File: src/rtl/ex_stage_pkg.sv
// Shared constants for the MIPS execute stage: ALU op classes, funct codes,
// ALU control encodings and operand forwarding selects.
package ex_stage_pkg;

  localparam logic [1:0] ALUOP_ADD   = 2'b00;
  localparam logic [1:0] ALUOP_SUB   = 2'b01;
  localparam logic [1:0] ALUOP_RTYPE = 2'b10;
  localparam logic [1:0] ALUOP_RSVD  = 2'b11;

  localparam logic [5:0] FUNCT_ADD = 6'b100000;
  localparam logic [5:0] FUNCT_SUB = 6'b100010;
  localparam logic [5:0] FUNCT_AND = 6'b100100;
  localparam logic [5:0] FUNCT_OR  = 6'b100101;
  localparam logic [5:0] FUNCT_SLT = 6'b101010;

  localparam logic [2:0] ALU_AND = 3'b000;
  localparam logic [2:0] ALU_OR  = 3'b001;
  localparam logic [2:0] ALU_ADD = 3'b010;
  localparam logic [2:0] ALU_SUB = 3'b110;
  localparam logic [2:0] ALU_SLT = 3'b111;

  localparam logic [1:0] FWD_REG = 2'b00;
  localparam logic [1:0] FWD_WB  = 2'b01;
  localparam logic [1:0] FWD_MEM = 2'b10;

  // Code 11 is unused by the hazard unit and falls back to the register value.
  function automatic logic [31:0] fwd_mux(input logic [1:0]  sel,
                                          input logic [31:0] reg_val,
                                          input logic [31:0] mem_val,
                                          input logic [31:0] wb_val);
    case (sel)
      FWD_MEM: fwd_mux = mem_val;
      FWD_WB:  fwd_mux = wb_val;
      default: fwd_mux = reg_val;
    endcase
  endfunction

endpackage

File: src/rtl/ex_stage_alu_ctl.sv
// ALU control decode: maps the ALU op class and R-type funct field to the
// 3-bit ALU control code. Purely combinational.
module ex_stage_alu_ctl
  import ex_stage_pkg::*;
(
  input  logic [1:0] aluop,
  input  logic [5:0] funct,
  output logic [2:0] alu_ctl
);

  always_comb begin
    alu_ctl = ALU_ADD;
    case (aluop)
      ALUOP_ADD:  alu_ctl = ALU_ADD;
      ALUOP_SUB:  alu_ctl = ALU_SUB;
      ALUOP_RTYPE: begin
        case (funct)
          FUNCT_ADD: alu_ctl = ALU_ADD;
          FUNCT_SUB: alu_ctl = ALU_SUB;
          FUNCT_AND: alu_ctl = ALU_AND;
          FUNCT_OR:  alu_ctl = ALU_OR;
          FUNCT_SLT: alu_ctl = ALU_SLT;
          default:   alu_ctl = ALU_ADD;
        endcase
      end
      ALUOP_RSVD: alu_ctl = ALU_ADD;
      default:    alu_ctl = ALU_ADD;
    endcase
  end

endmodule

File: src/rtl/ex_stage.sv
// MIPS execute stage: ALU, branch target adder, destination mux and the EX/MEM
// latch with stall/flush. Define EX_FWD_EN to add operand forwarding ports.
module ex_stage
  import ex_stage_pkg::*;
(
  input  logic        clk,
  input  logic        rst_n,
  input  logic        stall,
  input  logic        flush,
  input  logic        in_valid,
  input  logic [1:0]  wb_ctl,
  input  logic [2:0]  m_ctl,
  input  logic        regdst,
  input  logic        alusrc,
  input  logic [1:0]  aluop,
  input  logic [31:0] npc,
  input  logic [31:0] rdata1,
  input  logic [31:0] rdata2,
  input  logic [31:0] s_extend,
  input  logic [4:0]  instr_2016,
  input  logic [4:0]  instr_1511,
`ifdef EX_FWD_EN
  input  logic [1:0]  fwd_a,
  input  logic [1:0]  fwd_b,
  input  logic [31:0] mem_fwd_data,
  input  logic [31:0] wb_fwd_data,
`endif
  output logic        out_valid,
  output logic [1:0]  wb_ctlout,
  output logic [2:0]  m_ctlout,
  output logic [31:0] add_result,
  output logic        zero,
  output logic [31:0] alu_result,
  output logic [31:0] rdata2out,
  output logic [4:0]  muxout
);

  logic [2:0]  alu_ctl;
  logic [31:0] op_a;
  logic [31:0] op_b_reg;
  logic [31:0] op_b;
  logic [31:0] alu_d;
  logic [31:0] target_d;
  logic [4:0]  dest_d;

  ex_stage_alu_ctl alu_ctl_dec (
    .aluop   (aluop),
    .funct   (s_extend[5:0]),
    .alu_ctl (alu_ctl)
  );

`ifdef EX_FWD_EN
  assign op_a     = fwd_mux(fwd_a, rdata1, mem_fwd_data, wb_fwd_data);
  assign op_b_reg = fwd_mux(fwd_b, rdata2, mem_fwd_data, wb_fwd_data);
`else
  assign op_a     = rdata1;
  assign op_b_reg = rdata2;
`endif

  assign op_b     = alusrc ? s_extend : op_b_reg;
  assign target_d = npc + (s_extend << 2);
  assign dest_d   = regdst ? instr_1511 : instr_2016;

  always_comb begin
    alu_d = op_a + op_b;
    case (alu_ctl)
      ALU_ADD: alu_d = op_a + op_b;
      ALU_SUB: alu_d = op_a - op_b;
      ALU_AND: alu_d = op_a & op_b;
      ALU_OR:  alu_d = op_a | op_b;
      ALU_SLT: alu_d = ($signed(op_a) < $signed(op_b)) ? 32'd1 : 32'd0;
      default: alu_d = op_a + op_b;
    endcase
  end

  // Flush outranks stall so a squashed slot never survives a hold.
  always_ff @(posedge clk) begin
    if (!rst_n || flush) begin
      out_valid  <= 1'b0;
      wb_ctlout  <= 2'b0;
      m_ctlout   <= 3'b0;
      add_result <= 32'd0;
      zero       <= 1'b0;
      alu_result <= 32'd0;
      rdata2out  <= 32'd0;
      muxout     <= 5'd0;
    end else if (!stall) begin
      out_valid  <= in_valid;
      wb_ctlout  <= in_valid ? wb_ctl : 2'b0;
      m_ctlout   <= in_valid ? m_ctl : 3'b0;
      add_result <= target_d;
      zero       <= (alu_d == 32'd0);
      alu_result <= alu_d;
      rdata2out  <= op_b_reg;
      muxout     <= dest_d;
    end
  end

endmodule

File: config.mk
export PLATFORM = sky130hd
export DESIGN_NAME = ex_stage
export DESIGN_NICKNAME = d
export VERILOG_FILES = /design/src/rtl/ex_stage_pkg.sv /design/src/rtl/ex_stage_alu_ctl.sv /design/src/rtl/ex_stage.sv
export SDC_FILE = /design/constraint.sdc
export NUM_CORES = 1
export LEC_CHECK = 0
export ABC_AREA = 1
export BUFFER_PORTS_ARGS = -buffer_cell sky130_fd_sc_hd__buf_4
export CORE_MARGIN = 4
export CORE_UTILIZATION = 40
export DETAILED_ROUTE_END_ITERATION = 8
export PLACE_DENSITY = 0.63
export SKIP_LAST_GASP = 1
export SLEW_MARGIN = 15
export SYNTH_ARGS = -nofsm -noshare
export SYNTH_HDL_FRONTEND = slang
export SYNTH_HIERARCHICAL = 1
export SYNTH_SLANG_ARGS = --single-unit
File: constraint.sdc
create_clock -name clk -period 6.3 [get_ports clk]
set_input_delay 0.63 -clock clk [delete_from_list [all_inputs] [get_ports clk]]
set_output_delay 0.63 -clock clk [all_outputs]
set_load 0.05 [all_outputs]
==> metrics <==
crit share post-route=66.0%; Inserted Clock Buffers=9; CTS clk-pin slew, worst paths=0.07 ns; routed wl met2=24.7 mm; Worst Hold Launch=out_valid$_SDFFE_PP0N_; vias per inst=5.12; # hold bufs at CTS=0; Syn Nets=2511; Gate power share=50.3%; CTS tree=done; IO Port Bufs=259; top cell type's share of synthesized area=20.3%; hold path cells=2; Initial Util=40.7%; met1 wire length=22.8 mm; Sw Ratio=44.7%; post-CTS setup buffer count=0; Primary FF master, synth=dfxtp_1; Final Setup Violations=0; final HPWL from detailed placement=43.5 mm; Max-cap violations=0; WP data arrival=4.44 ns; global route overflow=0; Hold EP=out_valid$_SDFFE_PP0N_; ant diodes=0; setup TNS=0 ns; RR Endpoint=alu_result[25]$_SDFFE_PP0N_; total track usage=29.6%; count leader, synth=nand2_1; flop-to-flop setup slack=5.35 ns; Routed WL=52.8 mm; DRT Pass-1 Iters=8; HP Class=reg2reg; Fillers=3367; Die Area=34100 sq um; register area share after synthesis=17.3%; CP Class=in2reg; I/O pin total=260; crit-path cells=buf_4 > o21ai_0 > inv_1 > ha_1 > nor2_1 > nand2_1 > nor2_1 > nand2_1 > nand3_2 > a21oi_1 > o21ai_0 > nand2_1 > nand2_1 > nand2_1 > nor2_1 > nand2_1 > nor2_1 > nand4_1 > a21oi_1; largest cells by area after synthesis=nand2_1 (20%), dfxtp_1 (17%), ha_1 (13%), inv_1 (13%), nor2_1 (7.0%); Warnings, synthesis=6; Synth cell types=46; Post-synth ARST share=0%; syn_area_per_cell=5.61 sq um; vias=14500; maximum number of pins on one net before global-route repair=94; RR Startpoint=alu_result[25]$_SDFFE_PP0N_; Core ar.=30700 sq um; met3 wire len=3.32 mm; top layer in use=met4; Final #Nets=2725; Starting DRT DRC Count=1302; min Tclk post-route=4.16 ns; first-pass GRT wire length=78.1 mm; Clock Tree Buf Depth=2; peak supply drop=0.122 mV; gpl congestion=1.03; Slowest Stage Delay on Critical Path=0.70 ns; Lkg Pwr=8.70 nW; status=finished, final reports clean; DRC viols=0; Rel. slew slack=33.9%; synth cell count leaders=nand2_1 (676), inv_1 (424), nor2_1 (232); sw power=1.24 mW; Final ANT Viol Nets=0; Yosys reg bits=108; RSZ-0062 raised after global routing=no; Layout area overhead=20.7%; CTS HTree Levels=3; Slew @ Worst Pin=0.991 ns; post-synth top area cell=nand2_1; Hold Fails Final Rpt=0; cell area power density=184 nW/um^2; vias in the first global route=13600; fmax=0.241 GHz; FP Rows=64; clk root buf=clkbuf_16; Clock Latency Late Sink=0.36 ns; Clock power frac=23.3%; Reg power frac=26.4%; critical path capture point type=flip-flop; die width=185 um; Int Pwr=1.53 mW; EDFF count, synth=0; layout cells sized above 1=13.9%; final design utilization=49.1%; synthesized area=12500 sq um; cts repair resizes=0; initial antenna violation count=0; CP most frequent cell=nand2_1; die span in y=185 um; WL/cell=18.6 um; Worst setup SP type=primary input; CTS Sinks=108; Worst path slowest cell=o21ai_0; Post-Syn Instances=2227; clock skew=0 ns; WP data required=6.58 ns; Worst R2R Path Depth=4; Crit Path Max Fanout=64; final slew viol count=0
==> placed cells by master, fill, tap and decap left out, drive strengths merged <==
cell type and count:
buf 267, a221oi 2, nand2 682, nand3b 6, a21o 6, clkinv 3
dfxtp 108, a21oi 141, o21ai 133, o211ai 12, mux2 5, xor2 18
inv 438, nor4 2, and2 10, a211oi 6, xnor2 7, nor2 244
nand3 123, a31oi 7, ha 129, nor3 12, or2 6, a22o 1
o2111ai 1, o21a 2, a21boi 1, o221ai 5, clkbuf 11, a31o 1
nand4 25, fa 3, bufinv 3, o21bai 8, o22ai 17
==> power by group through the flow <==
| stage | clock network [mW] | registers [mW] | logic, mW |
|---|---|---|---|
| floorplan | 0 | 0.853 | 0.782 |
| global placement | 0 | 0.747 | 1.37 |
| detailed placement | 0 | 0.747 | 1.37 |
| CTS | 0.662 | 0.732 | 1.38 |
| global route | 0.690 | 0.735 | 1.52 |
| finish | 0.646 | 0.732 | 1.39 |
==> cell families after synthesis <==
logic type                 Yosys count  synth area share (%)
muxes                                5                 0.451
buffers and inverters              504                  15.3
DFF                                108                  17.3
adders and majority gates          132                  13.4
AOI/OAI and AO/OA                  343                  15.1
and+or+nand+nor                   1110                  36.6
xor gates and xnor gates            25                  1.75
==> critical path: cells and delay by family <==
| kind | cells | cell delay (ns) |
|---|---|---|
| compound gates | 4 | 1.05 |
| fa+ha+maj | 1 | 0.44 |
| buf+inv | 2 | 0.38 |
| simple gates | 12 | 1.92 |
==> routing by layer <==
metal	vias up	GRT usage, %
li1	7346	-
met2	551	50.0
met1	6560	39.2
met5	-	0
met4	0	10.1
met3	92	3.57
==> worst max-delay path by stage <==
stage                      start                 to
after global placement    alusrc  zero$_SDFFE_PP0N_
after CTS                 alusrc  zero$_SDFFE_PP0N_
after floorplan           alusrc  zero$_SDFFE_PP0N_
final                     alusrc  zero$_SDFFE_PP0N_
after global routing      alusrc  zero$_SDFFE_PP0N_
after detailed placement  alusrc  zero$_SDFFE_PP0N_
==> flip-flops by register name, indices dropped and copies added (netlist names) <==
signal      cells
zero            1
rdata2out      32
m_ctlout        3
muxout          5
out_valid       1
wb_ctlout       2
add_result     32
alu_result     32
==> layout make-up <==
type | instances | area (sq um) | share of cell area [%]
Clock buffer | 11 | 233 | 1.54
Clock inverter | 4 | 98.8 | 0.656
Inverter | 440 | 1650 | 11.0
Multi-Input combinational cell | 1615 | 8420 | 55.9
Sequential cell | 108 | 2160 | 14.4
Tap cell | 396 | 495 | 3.29
Timing Repair Buffer | 267 | 2000 | 13.3
==> metrics by stage <==
stage / hold slack (ns) / area, sq um / total power, mW / setup slack (ns) / std cells
3_5_place_dp: 0.457 / 14700 / 2.12 / 1.82 / 2826
3_3_place_gp: 0.453 / 14700 / 2.11 / 1.87 / 2826
5_1_grt: 0.484 / 15100 / 2.95 / 1.90 / 2841
4_1_cts: 0.468 / 15100 / 2.77 / 2.19 / 2841
2_1_floorplan: 0.688 / 12500 / 1.64 / 3.06 / 2227
6_report: 0.465 / 15100 / 2.77 / 2.14 / 2841
Power figures use the tool's default switching activity.
